===== src/rtl/axi3_pkg.sv =====
// Shared constants for the AXI3 sink responder: burst/response encodings and FSM states.
// Latency: n/a (package only).
// Backpressure: n/a (package only).
package axi3_pkg;

    localparam logic [1:0] BURST_FIXED = 2'b00;
    localparam logic [1:0] BURST_INCR  = 2'b01;
    localparam logic [1:0] BURST_WRAP  = 2'b10;

    localparam logic [1:0] RESP_OKAY   = 2'b00;
    localparam logic [1:0] RESP_SLVERR = 2'b10;

    localparam logic [1:0] W_IDLE = 2'd0;
    localparam logic [1:0] W_DATA = 2'd1;
    localparam logic [1:0] W_RESP = 2'd2;

    localparam logic [0:0] R_IDLE = 1'b0;
    localparam logic [0:0] R_DATA = 1'b1;

    // WRAP is not modelled and 2'b11 is reserved; both are answered with SLVERR.
    function automatic logic rd_burst_bad(input logic [1:0] burst);
        return (burst == BURST_WRAP) || (burst == 2'b11);
    endfunction

endpackage


===== src/rtl/axi3_sink_rd_pattern.sv =====
// Read data pattern: 32-bit lane i carries lane_base_i + 4*i, so each lane shows its own byte address.
// Latency: purely combinational.
// Backpressure: none; the caller holds lane_base_i stable while a beat is stalled.
// Ports: lane_base_i - low 32 bits of the current beat address; rdata_o - full-width beat data.
module axi3_sink_rd_pattern #(
    parameter int DW = 256
) (
    input  logic [31:0]   lane_base_i,
    output logic [DW-1:0] rdata_o
);

    for (genvar i = 0; i < DW / 32; i++) begin : g_lane
        assign rdata_o[32*i +: 32] = lane_base_i + 32'(4 * i);
    end

endmodule


===== src/rtl/axi3_sink_responder.sv =====
// AXI3 slave endpoint: discards write bursts with one B per burst, answers reads with an address pattern.
// Latency: BVALID one cycle after the final W beat; first RVALID one cycle after the AR handshake.
// Backpressure: B and R hold until BREADY/RREADY; no new AW/AR is taken until the current burst completes.
// Ports: S_AXI_* AXI3 slave channels (no BID/RID), wr_beats/rd_beats beat counters, err_sticky SLVERR flag.
module axi3_sink_responder
    import axi3_pkg::*;
#(
    parameter int DW = 256,
    parameter int IW = 6,
    parameter int AW = 34
) (
    input  logic            clk,
    input  logic            reset,
    input  logic [AW-1:0]   S_AXI_AWADDR,
    input  logic [3:0]      S_AXI_AWLEN,
    input  logic [2:0]      S_AXI_AWSIZE,
    input  logic [IW-1:0]   S_AXI_AWID,
    input  logic [1:0]      S_AXI_AWBURST,
    input  logic            S_AXI_AWVALID,
    output logic            S_AXI_AWREADY,
    input  logic [DW-1:0]   S_AXI_WDATA,
    input  logic [DW/8-1:0] S_AXI_WSTRB,
    input  logic            S_AXI_WVALID,
    input  logic            S_AXI_WLAST,
    output logic            S_AXI_WREADY,
    output logic [1:0]      S_AXI_BRESP,
    output logic            S_AXI_BVALID,
    input  logic            S_AXI_BREADY,
    input  logic [AW-1:0]   S_AXI_ARADDR,
    input  logic            S_AXI_ARVALID,
    input  logic [IW-1:0]   S_AXI_ARID,
    input  logic [3:0]      S_AXI_ARLEN,
    input  logic [2:0]      S_AXI_ARSIZE,
    input  logic [1:0]      S_AXI_ARBURST,
    output logic            S_AXI_ARREADY,
    output logic [DW-1:0]   S_AXI_RDATA,
    output logic            S_AXI_RVALID,
    output logic [1:0]      S_AXI_RRESP,
    output logic            S_AXI_RLAST,
    input  logic            S_AXI_RREADY,
    output logic [31:0]     wr_beats,
    output logic [31:0]     rd_beats,
    output logic            err_sticky
);

    logic [1:0]    w_state_q, w_state_d;
    logic [3:0]    w_len_q, w_len_d;
    logic [3:0]    w_cnt_q, w_cnt_d;
    logic          w_err_q, w_err_d;
    logic [31:0]   wr_beats_q, wr_beats_d;

    logic [0:0]    r_state_q, r_state_d;
    logic [AW-1:0] r_addr_q, r_addr_d;
    logic [3:0]    r_len_q, r_len_d;
    logic [3:0]    r_cnt_q, r_cnt_d;
    logic [1:0]    r_burst_q, r_burst_d;
    logic [31:0]   rd_beats_q, rd_beats_d;

    logic          err_sticky_q, err_sticky_d;
    logic          w_final_beat;
    logic          w_len_mismatch;
    logic [DW-1:0] pattern;

    // Address, IDs, sizes and write payload are deliberately ignored.
    logic unused_inputs;
    assign unused_inputs = ^{S_AXI_AWADDR, S_AXI_AWSIZE, S_AXI_AWID, S_AXI_WDATA,
                             S_AXI_WSTRB, S_AXI_ARID, S_AXI_ARSIZE};

    assign w_final_beat   = (w_cnt_q == w_len_q);
    // WLAST must coincide exactly with beat AWLEN; either side arriving alone is a burst error.
    assign w_len_mismatch = S_AXI_WLAST != w_final_beat;

    always_comb begin
        w_state_d    = w_state_q;
        w_len_d      = w_len_q;
        w_cnt_d      = w_cnt_q;
        w_err_d      = w_err_q;
        wr_beats_d   = wr_beats_q;
        r_state_d    = r_state_q;
        r_addr_d     = r_addr_q;
        r_len_d      = r_len_q;
        r_cnt_d      = r_cnt_q;
        r_burst_d    = r_burst_q;
        rd_beats_d   = rd_beats_q;
        err_sticky_d = err_sticky_q;

        case (w_state_q)
            W_IDLE: begin
                if (S_AXI_AWVALID) begin
                    w_len_d   = S_AXI_AWLEN;
                    w_cnt_d   = 4'd0;
                    w_err_d   = (S_AXI_AWBURST == BURST_WRAP);
                    w_state_d = W_DATA;
                end
            end
            W_DATA: begin
                if (S_AXI_WVALID) begin
                    wr_beats_d = wr_beats_q + 32'd1;
                    w_cnt_d    = w_cnt_q + 4'd1;
                    if (S_AXI_WLAST || w_final_beat) begin
                        w_state_d = W_RESP;
                        w_err_d   = w_err_q | w_len_mismatch;
                        // Set on the same edge that raises BVALID with SLVERR.
                        if (w_err_q || w_len_mismatch) begin
                            err_sticky_d = 1'b1;
                        end
                    end
                end
            end
            W_RESP: begin
                if (S_AXI_BREADY) begin
                    w_state_d = W_IDLE;
                end
            end
            default: w_state_d = W_IDLE;
        endcase

        case (r_state_q)
            R_IDLE: begin
                if (S_AXI_ARVALID) begin
                    r_addr_d  = S_AXI_ARADDR;
                    r_len_d   = S_AXI_ARLEN;
                    r_burst_d = S_AXI_ARBURST;
                    r_cnt_d   = 4'd0;
                    r_state_d = R_DATA;
                    if (rd_burst_bad(S_AXI_ARBURST)) begin
                        err_sticky_d = 1'b1;
                    end
                end
            end
            R_DATA: begin
                if (S_AXI_RREADY) begin
                    rd_beats_d = rd_beats_q + 32'd1;
                    r_cnt_d    = r_cnt_q + 4'd1;
                    if (r_burst_q != BURST_FIXED) begin
                        r_addr_d = r_addr_q + AW'(DW / 8);
                    end
                    if (r_cnt_q == r_len_q) begin
                        r_state_d = R_IDLE;
                    end
                end
            end
            default: r_state_d = R_IDLE;
        endcase
    end

    always_ff @(posedge clk or posedge reset) begin
        if (reset) begin
            w_state_q    <= W_IDLE;
            w_len_q      <= 4'd0;
            w_cnt_q      <= 4'd0;
            w_err_q      <= 1'b0;
            wr_beats_q   <= 32'd0;
            r_state_q    <= R_IDLE;
            r_addr_q     <= '0;
            r_len_q      <= 4'd0;
            r_cnt_q      <= 4'd0;
            r_burst_q    <= BURST_FIXED;
            rd_beats_q   <= 32'd0;
            err_sticky_q <= 1'b0;
        end else begin
            w_state_q    <= w_state_d;
            w_len_q      <= w_len_d;
            w_cnt_q      <= w_cnt_d;
            w_err_q      <= w_err_d;
            wr_beats_q   <= wr_beats_d;
            r_state_q    <= r_state_d;
            r_addr_q     <= r_addr_d;
            r_len_q      <= r_len_d;
            r_cnt_q      <= r_cnt_d;
            r_burst_q    <= r_burst_d;
            rd_beats_q   <= rd_beats_d;
            err_sticky_q <= err_sticky_d;
        end
    end

    axi3_sink_rd_pattern #(.DW(DW)) u_pattern (
        .lane_base_i (r_addr_q[31:0]),
        .rdata_o     (pattern)
    );

    assign S_AXI_AWREADY = (w_state_q == W_IDLE);
    assign S_AXI_WREADY  = (w_state_q == W_DATA);
    assign S_AXI_BVALID  = (w_state_q == W_RESP);
    assign S_AXI_BRESP   = (S_AXI_BVALID && w_err_q) ? RESP_SLVERR : RESP_OKAY;

    // Read outputs are forced to zero outside a burst; inside, they depend only on
    // registered state, so they stay stable while RREADY is low.
    assign S_AXI_ARREADY = (r_state_q == R_IDLE);
    assign S_AXI_RVALID  = (r_state_q == R_DATA);
    assign S_AXI_RLAST   = S_AXI_RVALID && (r_cnt_q == r_len_q);
    assign S_AXI_RRESP   = (S_AXI_RVALID && rd_burst_bad(r_burst_q)) ? RESP_SLVERR : RESP_OKAY;
    assign S_AXI_RDATA   = S_AXI_RVALID ? pattern : '0;

    assign wr_beats   = wr_beats_q;
    assign rd_beats   = rd_beats_q;
    assign err_sticky = err_sticky_q;

endmodule

===== config.mk =====
export PLATFORM = sky130hd
export DESIGN_NAME = axi3_sink_responder
export DESIGN_NICKNAME = d
export VERILOG_FILES = /design/src/rtl/axi3_pkg.sv /design/src/rtl/axi3_sink_rd_pattern.sv /design/src/rtl/axi3_sink_responder.sv
export SDC_FILE = /design/constraint.sdc
export NUM_CORES = 1
export LEC_CHECK = 0
export ABC_AREA = 0
export CORE_AREA = 2 2 283 285
export DETAILED_ROUTE_END_ITERATION = 8
export DIE_AREA = 0 0 285 287
export GPL_TIMING_DRIVEN = 1
export PLACE_DENSITY = 0.46
export SLEW_MARGIN = 20
export SYNTH_ARGS = -nofsm -noshare
export SYNTH_HDL_FRONTEND = slang
export SYNTH_SLANG_ARGS = --single-unit

===== constraint.sdc =====
create_clock -name clk -period 5.1 [get_ports clk]
set_input_delay 0.51 -clock clk [delete_from_list [all_inputs] [get_ports clk]]
set_output_delay 0.51 -clock clk [all_outputs]
set_load 0.005 [all_outputs]

---- Yosys cells after proc, flatten, opt, wreduce, memory -nomap -nowiden ----
Index checks and enable logic that the tools add are counted.
word-level totals
  bits in registers ....................... 121
  bits of input ports ..................... 394
  output and inout bits ................... 331
operators by class
  $add $sub $neg .......................... 12
  eq/ne operators ......................... 17
  mux-type cells .......................... 33
  bitwise gates (word level) .............. 2
  reductions and logical operators ........ 19
operator list
  cell                   number
  $mux 256               1
  $add 32x5->32 const B  4
  $mux 34                3
  $pmux 34 s2            1
  $add 32x1->32 const B  2
  $add 32x4->32 const B  2
  $add 34x6->34 const B  1
  $add 32x3->32 const B  1
  $mux 4                 4
  $pmux 4 s2             2
  $mux 1                 13
  $eq 2x2->1 const B     6
  $mux 2                 6
  $reduce_and 2->1       5
  $add 4x1->4 const B    2
  $eq 4x4->1             2
  $ne 2x2->1 const B     4
  $reduce_and 4->1       2
  $ne 2x1->1 const B     3
  $pmux 2 s3             1
  $reduce_and 3->1       2
  $logic_or 1x1->1       4
  $pmux 1 s2             2
  $reduce_bool 2->1      2
  other kinds (6)        8

---- Depth between registers and ports, before layout ----
Gate-level depths: netlist of the first run.
  word-level depth ........................ 10
  gate-level depth with buffers ........... 8

---- By module ----
Synthesis of the first run repeated with hierarchy kept, for this count alone.
second synthesis, totals
  cells, all modules ...................... 1,425
  area, all modules ....................... 11,405.9 µm²
by module, submodules not included
  module                instances  cells an instance  area an instance (µm²)
  axi3_sink_responder   1          868                7,483.4
  axi3_sink_rd_pattern  1          557                3,922.5

---- Least setup slack after synthesis of the first run ----
No wires, ideal clock.
  path type ............................... register to output
  start point ............................. register r_addr_q[4]
  end point ............................... output port S_AXI_RDATA[210]
  arrival ................................. 2.182 ns
  required time ........................... 4.590 ns
  setup slack ............................. 2.408 ns
  cell stages (with the launch flop) ...... 9
  path buffers ............................ 2
  path through ............................ dfrtp_1 clkbuf_1 inv_1 ha_1 a21oi_1 or4_1 clkbuf_1 or3_1 a21oi_1
between the ends
  word-level cells in the longest chain between the ends .. 2
ends and longest elaborated chain
  what                    RTL line                    source
  from (decl)             axi3_sink_responder.sv:53   logic [AW-1:0] r_addr_q, r_addr_d;
  from (signal assigned)  axi3_sink_responder.sv:168  r_addr_q <= r_addr_d;
  $add 32x5->32           axi3_sink_rd_pattern.sv:13  assign rdata_o[32*i +: 32] = lane_base_i + 32'(4 * i);
  $mux 256                axi3_sink_responder.sv:193  assign S_AXI_RDATA = S_AXI_RVALID ? pattern : '0;
  to (decl)               axi3_sink_responder.sv:36   output logic [DW-1:0] S_AXI_RDATA,
No other way between the ends.

---- Worst setup path in the final report of the first run ----
  start point ............................. register r_addr_q[4]
  end point ............................... output port S_AXI_RDATA[50]
between the ends
  word-level cells in the longest chain between the ends .. 2
ends and longest elaborated chain
  what           RTL line
  $add 32x3->32  axi3_sink_rd_pattern.sv:13
  $mux 256       axi3_sink_responder.sv:193
No other way between the ends.

==> metrics.md, run 1 <==
| Metric | Value |
|---|---|
| DRT Pass-1 Iters | 5 |
| DRC | 0 |
| F_max | approximately 0.22 GHz |
| First-pass GRT wire length | 78400 um |
| Crit-path leading delay family | simple AND/OR/NAND/NOR gates |
| Routed vias | 11300 |
| Final Skew | between 10 and 15 ps |
| CP Cell Sequence | ha_1, and3_1, nand4_1, or3_1, a21oi_1, clkdlybuf4s50_1 |
| DIE HEIGHT | 287 um |
| Final min period | around 4500 ps |
| Root Buffer Master | clkbuf_16 |
| Relative slew slack | 0.230 |
| Antenna violations before repair | 14 |
| Die Wd | ~290 um |
| Post-Syn Instances | approximately 1300 |
| Layout area overhead | 52.8% |
| Multi-input logic area | between 6000 and 7000 um^2 |
| Final period util | 0.882 |
| Final Util | 0.201 |
| Top post-synthesis cells by area | dfrtp_1, xnor2_1, mux2i_1 |
| Total grt overflow | 0 |
| Fin. Hold Viols | 0 |
| #FFs+latches synth | 119 |
| Worst-Margin Slew | ~1200 ps |
| Power Dens Cells | approximately 650 nW/um^2 |
| CTS clk-pin slew, worst paths | 70 ps |
| Syn. warnings | 0 |
| Most used flip-flop cell after synthesis | dfrtp_1 |
| Setup Viol. Count Final | 0 |
| Cell variety after synth | between 60 and 70 |
| Clk sinks | around 120 |
| Setup TNS | 0 ps |
| Post-synth ARST share | 1.00 |
| Post-synthesis average cell area | slightly below 8 um^2 |
| Clock Path Buffers | 2 |
| Worst path arrival time | approximately 4000 ps |
| Worst Path Required | about 4600 ps |
| Max-slew violations | 0 |
| Via-per-instance ratio | 4.19 |
| TritonCTS clock tree | yes |
| RePlAce Congestion | just under 0.8 |
| Slowest CP cell | ha_1 |
| Skew-Pair Late Insertion Delay | approximately 440 ps |
| Post-Syn Area | just over 10000 um^2 |
| Hold Slack | between 300 and 400 ps |
| Fin cells | ~2700 |
| Worst-path fanout max | 17 |
| Synth area leader | dfrtp_1 |
| Max IR drop VDD | about 250 uV |
| Hold/Removal Path Class | in -> async |
| Drt total wl | between 50000 and 60000 um |
| Post-CTS resize count | 0 |
| Initial Utilization | 0.131 |
| Most common cell in the synthesized netlist | xnor2_1 |
| Number of global-route vias before repair | between 10000 and 15000 |
| Leak | between 5 and 6 nW |
| Unrepaired setup endpoints after global routing | false |
| Core area | a little under 80000 um^2 |
| PortBufs | 380 |
| Crit path capture type | output pin |
| Fill cells | 8802 |
| Dpl hpwl | around 43000 um |
| Largest net degree at the start of global routing | approximately 80 |
| Outcome | finished, final reports clean |
| Max cap viols | 0 |
| Layout cells sized above 1 | 0.0619 |
| GRT Overall Usage | 0.129 |
| Most frequent cells after synthesis | xnor2_1, dfrtp_1, nor2_1 |
| Nets@finish | a little over 2000 |
| Seq/Total Area, Yosys | 0.288 |
| Cell row count | around 100 |
| Final antenna-violating net count | 0 |
| Top Ports | just over 700 |
| CP bufs+invs | 1 |
| Register Area | slightly below 3000 um^2 |
| Post-CTS Setup Repair Bufs | 0 |
| Die area | approximately 80000 um^2 |
| Final Power | about 10 mW |
| Drt wl/cell | between 20 and 25 um |
| Crit Path Class | reg -> out |
| Iter 0 DRT Violations | a little under 700 |
| H-tree depth | 4 |
| Clock buffer count from CTS | 17 |
| Max incr delay on CP | 710 ps |
| Critical path launch point type | flop |
| Synth top area share | 0.288 |
| DP Cell Count | around 2700 |
| # hold bufs at CTS | 0 |
| EDFF count, synth | 0 |
-- flip-flops by register name, summed over array words and instances (netlist names), 2 cells and up --
signal / flops
r_len_q: 4
r_cnt_q: 4
w_state_q: 2
rd_beats: 32
wr_beats: 32
r_burst_q: 2
r_addr_q: 32
w_len_q: 4
w_cnt_q: 4
-- report_power, final --
group,leakage (nW),switching [mW],internal (mW)
logic,3.95,3.48,3.69
clock network,0.283,0.543,0.743
registers,1.53,0.638,1.17
total,5.76,4.66,5.61
-- per-layer routing --
layer  part of all wire  global-route usage
met1               0.42               0.161
met2               0.48               0.219
met3              0.087              0.0463
met4             0.0088              0.0179
met5             0.0027                   0
-- worst reg2reg max path: cells and delay by family (launching register included) --
family,cells,cell delay (ps)
DFF,1,860
and+or+nand+nor,3,1810
muxes,1,240
-- through the flow --
stage	area, um^2	setup slack (ps)
finish	15800	603
global route	15800	415
CTS	15800	500
detailed placement	15200	1020
global placement	15200	1030
floorplan	10300	1430
-- path summary, 6_finish.rpt --
kind,startpoint,to,slack (ps),cells past startpoint
worst max register to register,r_addr_q[9]$_DFFE_PP0P_,r_addr_q[24]$_DFFE_PP0P_,2120,4
min in group clk,r_addr_q[0]$_DFFE_PP0P_,r_addr_q[0]$_DFFE_PP0P_,470,2
max in group asynchronous,reset,w_len_q[2]$_DFFE_PP0P_,3650,3
worst min register to register,r_addr_q[0]$_DFFE_PP0P_,r_addr_q[0]$_DFFE_PP0P_,470,2
worst max-delay path,r_addr_q[4]$_DFFE_PP0P_,S_AXI_RDATA[50],600,6
worst min-delay path,reset,rd_beats[11]$_DFFE_PP0P_,390,2
-- logic make-up (layout without fill, tap and decap cells) --
kind of cell / count (synthesis) / after routing / synth area share
xor gates and xnor gates: 155 / 155 / 0.131
buffers and inverters: 170 / 491 / 0.0764
adders and majority gates: 15 / 15 / 0.0182
muxes: 61 / 61 / 0.0596
and+or+nand+nor: 597 / 597 / 0.311
DFF: 119 / 119 / 0.288
other: 1 / 4 / 0.000363
AOI/OAI and AO/OA: 207 / 207 / 0.115
-- final cells by class --
class,instances,area share
antenna,2,0.000317
clock buffer,18,0.0278
clock inverter,14,0.0106
inverter,29,0.00721
multi-input combinational,1037,0.416
sequential,119,0.189
tap,1050,0.0832
timing repair buffer,430,0.266
-- cells in the final DEF (no fill, tap or decap), drive strengths merged, types with 4 or more instances in the layout --
| cell | synthesis | final |
|---|---|---|
| ha | 15 | 15 |
| nor3 | 51 | 51 |
| dfrtp | 119 | 119 |
| inv | 28 | 31 |
| or4 | 11 | 11 |
| o31ai | 11 | 11 |
| nand2 | 102 | 102 |
| nor2b | 7 | 7 |
| nand3 | 76 | 76 |
| clkbuf | 79 | 18 |
| mux2 | 4 | 4 |
| o22ai | 7 | 7 |
| nand3b | 7 | 7 |
| a21oi | 80 | 80 |
| or3 | 45 | 45 |
| clkinv | 1 | 6 |
| nor2 | 113 | 113 |
| buf | 62 | 50 |
| xnor2 | 124 | 124 |
| and3 | 14 | 14 |
| xor2 | 31 | 31 |
| mux2i | 57 | 57 |
| o21ai | 74 | 74 |
| clkdlybuf4s50 | 0 | 380 |
| nor4 | 31 | 31 |
| and4 | 25 | 25 |
| nand4 | 64 | 64 |
| clkinvlp | 0 | 4 |
| nand2b | 16 | 16 |
| and2 | 30 | 30 |
No activity file was read; power rests on OpenSTA's default activity.
==> run 2: changes to the inputs <==
CORE_AREA = 2 2 281 283   (was 2 2 283 285)
DIE_AREA = 0 0 283 285   (was 0 0 285 287)
PLACE_DENSITY = 0.48   (was 0.46)
SYNTH_HIERARCHICAL = 1   (was not set)
==> run 2 against run 1 <==
  * Critical endpoint is now S_AXI_RDATA[94]
  * Flip-flop and latch count did not move
  * Non-clock buffer count down 8
  * Core utilization rose by 1.2 points
  * Synthesized cell count increased by 7.5%
==> metrics.md, run 2 <==
| Metric | Value |
|---|---|
| #FFs+latches synth | 119 (unchanged) |
| Mux cell area share after synthesis | 0.00746 (was 0.0596) |
| Post-synth ARST share | 1.00 (unchanged) |
| H-tree depth | 4 (unchanged) |
| Max cap viols | 0 (unchanged) |
| Top post-synthesis cells by area | dfrtp_1, and2_1, xnor2_1 (was dfrtp_1, xnor2_1, mux2i_1) |
| Iter 0 DRT Violations | 661 (was 681) |
| Hold/Removal Path Class | reg -> reg (was in -> async) |
| Slowest CP cell | dfrtp_1 (was ha_1) |
| CP Cell Sequence | nand4_4, nor4_2, nand3_1, xnor2_1, and2_1, clkdlybuf4s50_1 (was ha_1, and3_1, nand4_1, or3_1, a21oi_1, clkdlybuf4s50_1) |
| Xor and xnor area share after synthesis | 0.200 (was 0.131) |
| Clk sinks | 119 (unchanged) |
| Skew-Pair Late Insertion Delay | 430 ps (was 440 ps) |
| # hold bufs at CTS | 0 (unchanged) |
| Main combinational cell family by area after synthesis | simple AND/OR/NAND/NOR gates (unchanged) |
| NetSw | 4.54 mW (was 4.66 mW) |
| CTS clk-pin slew, worst paths | 60 ps (was 70 ps) |
| Clock buffer count from CTS | 17 (unchanged) |
| Number of global-route vias before repair | 11300 (was 11000) |
| Final min period | 4390 ps (was 4500 ps) |
| Max IR drop VDD | 282 uV (was 255 uV) |
| Largest net degree at the start of global routing | 253 (was 81) |
| Max incr delay on CP | 1040 ps (was 710 ps) |
| Antenna diodes | 0 (was 2) |
| Most frequent cells after synthesis | and2_1, xnor2_1, nand2_1 (was xnor2_1, dfrtp_1, nor2_1) |
| Post-synthesis average cell area | 8.00 um^2 (was 7.80 um^2) |
| DP Worst Slack | 1050 ps (was 1020 ps) |
| Core area | 78000 um^2 (was 78600 um^2) |
| F_max | 0.228 GHz (was 0.222 GHz) |
| Antenna violations before repair | 10 (was 14) |
| Top Ports | 725 (unchanged) |
| Sequential share of power | 0.167 (was 0.176) |
| Setup Viol. Count Final | 0 (unchanged) |
| Final period util | 0.861 (was 0.882) |
| Worst path arrival time | 3880 ps (was 3990 ps) |
| PortBufs | 380 (unchanged) |
| Clock network power share | 0.115 (was 0.125) |
| Outcome | finished, final reports clean (unchanged) |
| Layout area overhead | 45.3% (was 52.8%) |
| Post-Synth Adder-Cell Area | 0.0165 (was 0.0182) |
| Setup ws final | 707 ps (was 603 ps) |
| Syn. warnings | 6 (was 0) |
| Synth top area share | 0.261 (was 0.288) |
| Layout cells sized above 1 | 0.0753 (was 0.0619) |
| Placed Area | 16000 um^2 (was 15200 um^2) |
| Final Skew | 9.55 ps (was 12.1 ps) |
| Cell variety after synth | 63 (unchanged) |
| Most common cell in the synthesized netlist | and2_1 (was xnor2_1) |
| Seq/Total Area, Yosys | 0.261 (was 0.288) |
| Crit Path Class | reg -> out (unchanged) |
| Critical path launch point type | flop (unchanged) |
| Fin. Hold Viols | 0 (unchanged) |
| Net Sw Frac | 0.427 (was 0.454) |
| Worst-path fanout max | 16 (was 17) |
| Commonest non-fill, non-tap cell in the layout | clkdlybuf4s50_1 (unchanged) |
| Comb pwr share | 0.718 (was 0.698) |
| Worst Path Required | 4590 ps (about the same) |
| Post-Syn Instances | 1425 (was 1325) |
| Post-Syn Area | 11400 um^2 (was 10300 um^2) |
| Cell-internal power | 6.09 mW (was 5.61 mW) |
| EDFF count, synth | 0 (unchanged) |
| Most used flip-flop cell after synthesis | dfrtp_1 (unchanged) |
| Post-route cell area | 16600 um^2 (was 15800 um^2) |
| Max-slew violations | 0 (unchanged) |
| Drt wl/cell | 19.1 um (was 20.4 um) |
| Total grt overflow | 0 (unchanged) |
| TritonCTS clock tree | yes (unchanged) |
| Initial Utilization | 0.146 (was 0.131) |
| Most frequent cells in the layout | clkdlybuf4s50_1, and2_1, xnor2_1, nand2_1, dfrtp_1 (was clkdlybuf4s50_1, xnor2_1, dfrtp_1, nor2_1, nand2_1) |
| Routed vias | 11100 (was 11300) |
| Via-per-instance ratio | 4.00 (was 4.19) |
| RePlAce Congestion | 0.853 (was 0.793) |
| DIE HEIGHT | 285 um (was 287 um) |
| Die area | 80700 um^2 (was 81800 um^2) |
| DRC | 0 (unchanged) |
| Cell row count | 103 (unchanged) |
| Crit path capture type | output pin (unchanged) |
| Unrepaired setup endpoints after global routing | false (unchanged) |
| Root Buffer Master | clkbuf_16 (unchanged) |
| Die Wd | 283 um (was 285 um) |
| Final antenna-violating net count | 0 (unchanged) |
| Setup TNS | 0 ps (unchanged) |
| GRT Overall Usage | 0.128 (was 0.129) |
| Post-CTS Setup Repair Bufs | 0 (unchanged) |
| Nets@finish | 2122 (was 2043) |
| Post-CTS resize count | 0 (unchanged) |
| Power Dens Cells | 641 nW/um^2 (was 650 nW/um^2) |
| Leak | 6.05 nW (was 5.76 nW) |
| DRT Pass-1 Iters | 5 (unchanged) |
| Simple-gate share of the synthesized area | 0.374 (was 0.311) |
| First-pass GRT wire length | 77600 um (was 78400 um) |
| Worst-Margin Slew | 1070 ps (was 1160 ps) |
| Dpl hpwl | 42000 um (was 43200 um) |
| Relative slew slack | 0.279 (was 0.230) |
| Clock Path Buffers | 2 (unchanged) |
| Drt total wl | 53000 um (was 55000 um) |
| Synth area leader | dfrtp_1 (unchanged) |
| Complex-gate fraction of the synthesized area | 0.0564 (was 0.115) |
==> run 2: cell types whose count changed after synthesis, sizes merged, moves of 35 or more <==
cell	delta
nand2	+65
xor2	+47
or3	-38
buf	+35
a21oi	-44
xnor2	+59
nor2	-46
o21ai	-53
and2	+231
mux2i	-53
==> run 2: metrics by stage <==
| step | utilization | std cells | hold WS (ps) | total power [mW] |
|---|---|---|---|---|
| finish | 0.213 | 2776 | 487 | 10.6 |
| CTS | 0.213 | 2776 | 489 | 10.8 |
| global placement | 0.205 | 2744 | 465 | 9.50 |
| global route | 0.213 | 2776 | 513 | 11.4 |
| floorplan | - | 1426 | 463 | 5.32 |
| detailed placement | 0.205 | 2744 | 470 | 9.53 |
==> run 2: cells by family after synthesis <==
family,after synthesis
AND/OR/NAND/NOR,746
XOR/XNOR,261
buffers and inverters,174
flip-flops,119
AO/OA/AOI/OAI,101
adder cells (fa/ha/maj),15
multiplexers,8
other,1
==> run 2: critical path: cells and delay by family, from the launching register on <==
| family | cells | cell delay [ps] |
|---|---|---|
| buffers and inverters | 1 | 500 |
| xor gates and xnor gates | 1 | 210 |
| and+or+nand+nor | 4 | 1700 |
| DFF | 1 | 1040 |
==> run 2: final cells by class <==
class	instances	area, um^2
repair buffers	422	4130
multi-input cells	1133	7490
fillers	8624	61400
clock buffers	18	439
inverters	20	77.6
well taps	1050	1310
flip-flops and latches	119	2980
clock inverters	14	148
==> run 2: power groups by stage <==
stage	clock network [mW]	logic (mW)	registers [mW]
floorplan	0	3.83	1.49
global placement	0	7.72	1.78
detailed placement	0	7.73	1.80
CTS	1.27	7.75	1.79
global route	1.32	8.27	1.84
finish	1.22	7.64	1.77
==> run 2: worst paths after layout <==
path,startpoint,to,slack (ps),cells after the start
max,r_addr_q[24]$_DFFE_PP0P_,S_AXI_RDATA[94],710,6
min reg2reg,wr_beats[31]$_DFFE_PP0P_,wr_beats[31]$_DFFE_PP0P_,490,1
min in group asynchronous,reset,rd_beats[15]$_DFFE_PP0P_,630,2
min,wr_beats[31]$_DFFE_PP0P_,wr_beats[31]$_DFFE_PP0P_,490,1
max reg2reg,S_AXI_RVALID$_DFF_PP0_,r_addr_q[27]$_DFFE_PP0P_,1940,5
max in group asynchronous,reset,S_AXI_RVALID$_DFF_PP0_,3410,3
==> run 2: routing by layer <==
layer	routed length (um)	vias to the layer above	track usage	part of all wire
met4	757	18	0.0320	0.014
met1	22400	5314	0.154	0.42
met3	4940	66	0.0465	0.093
met2	24700	476	0.216	0.47
met5	117	-	0	0.0022
li1	-	5233	-	-
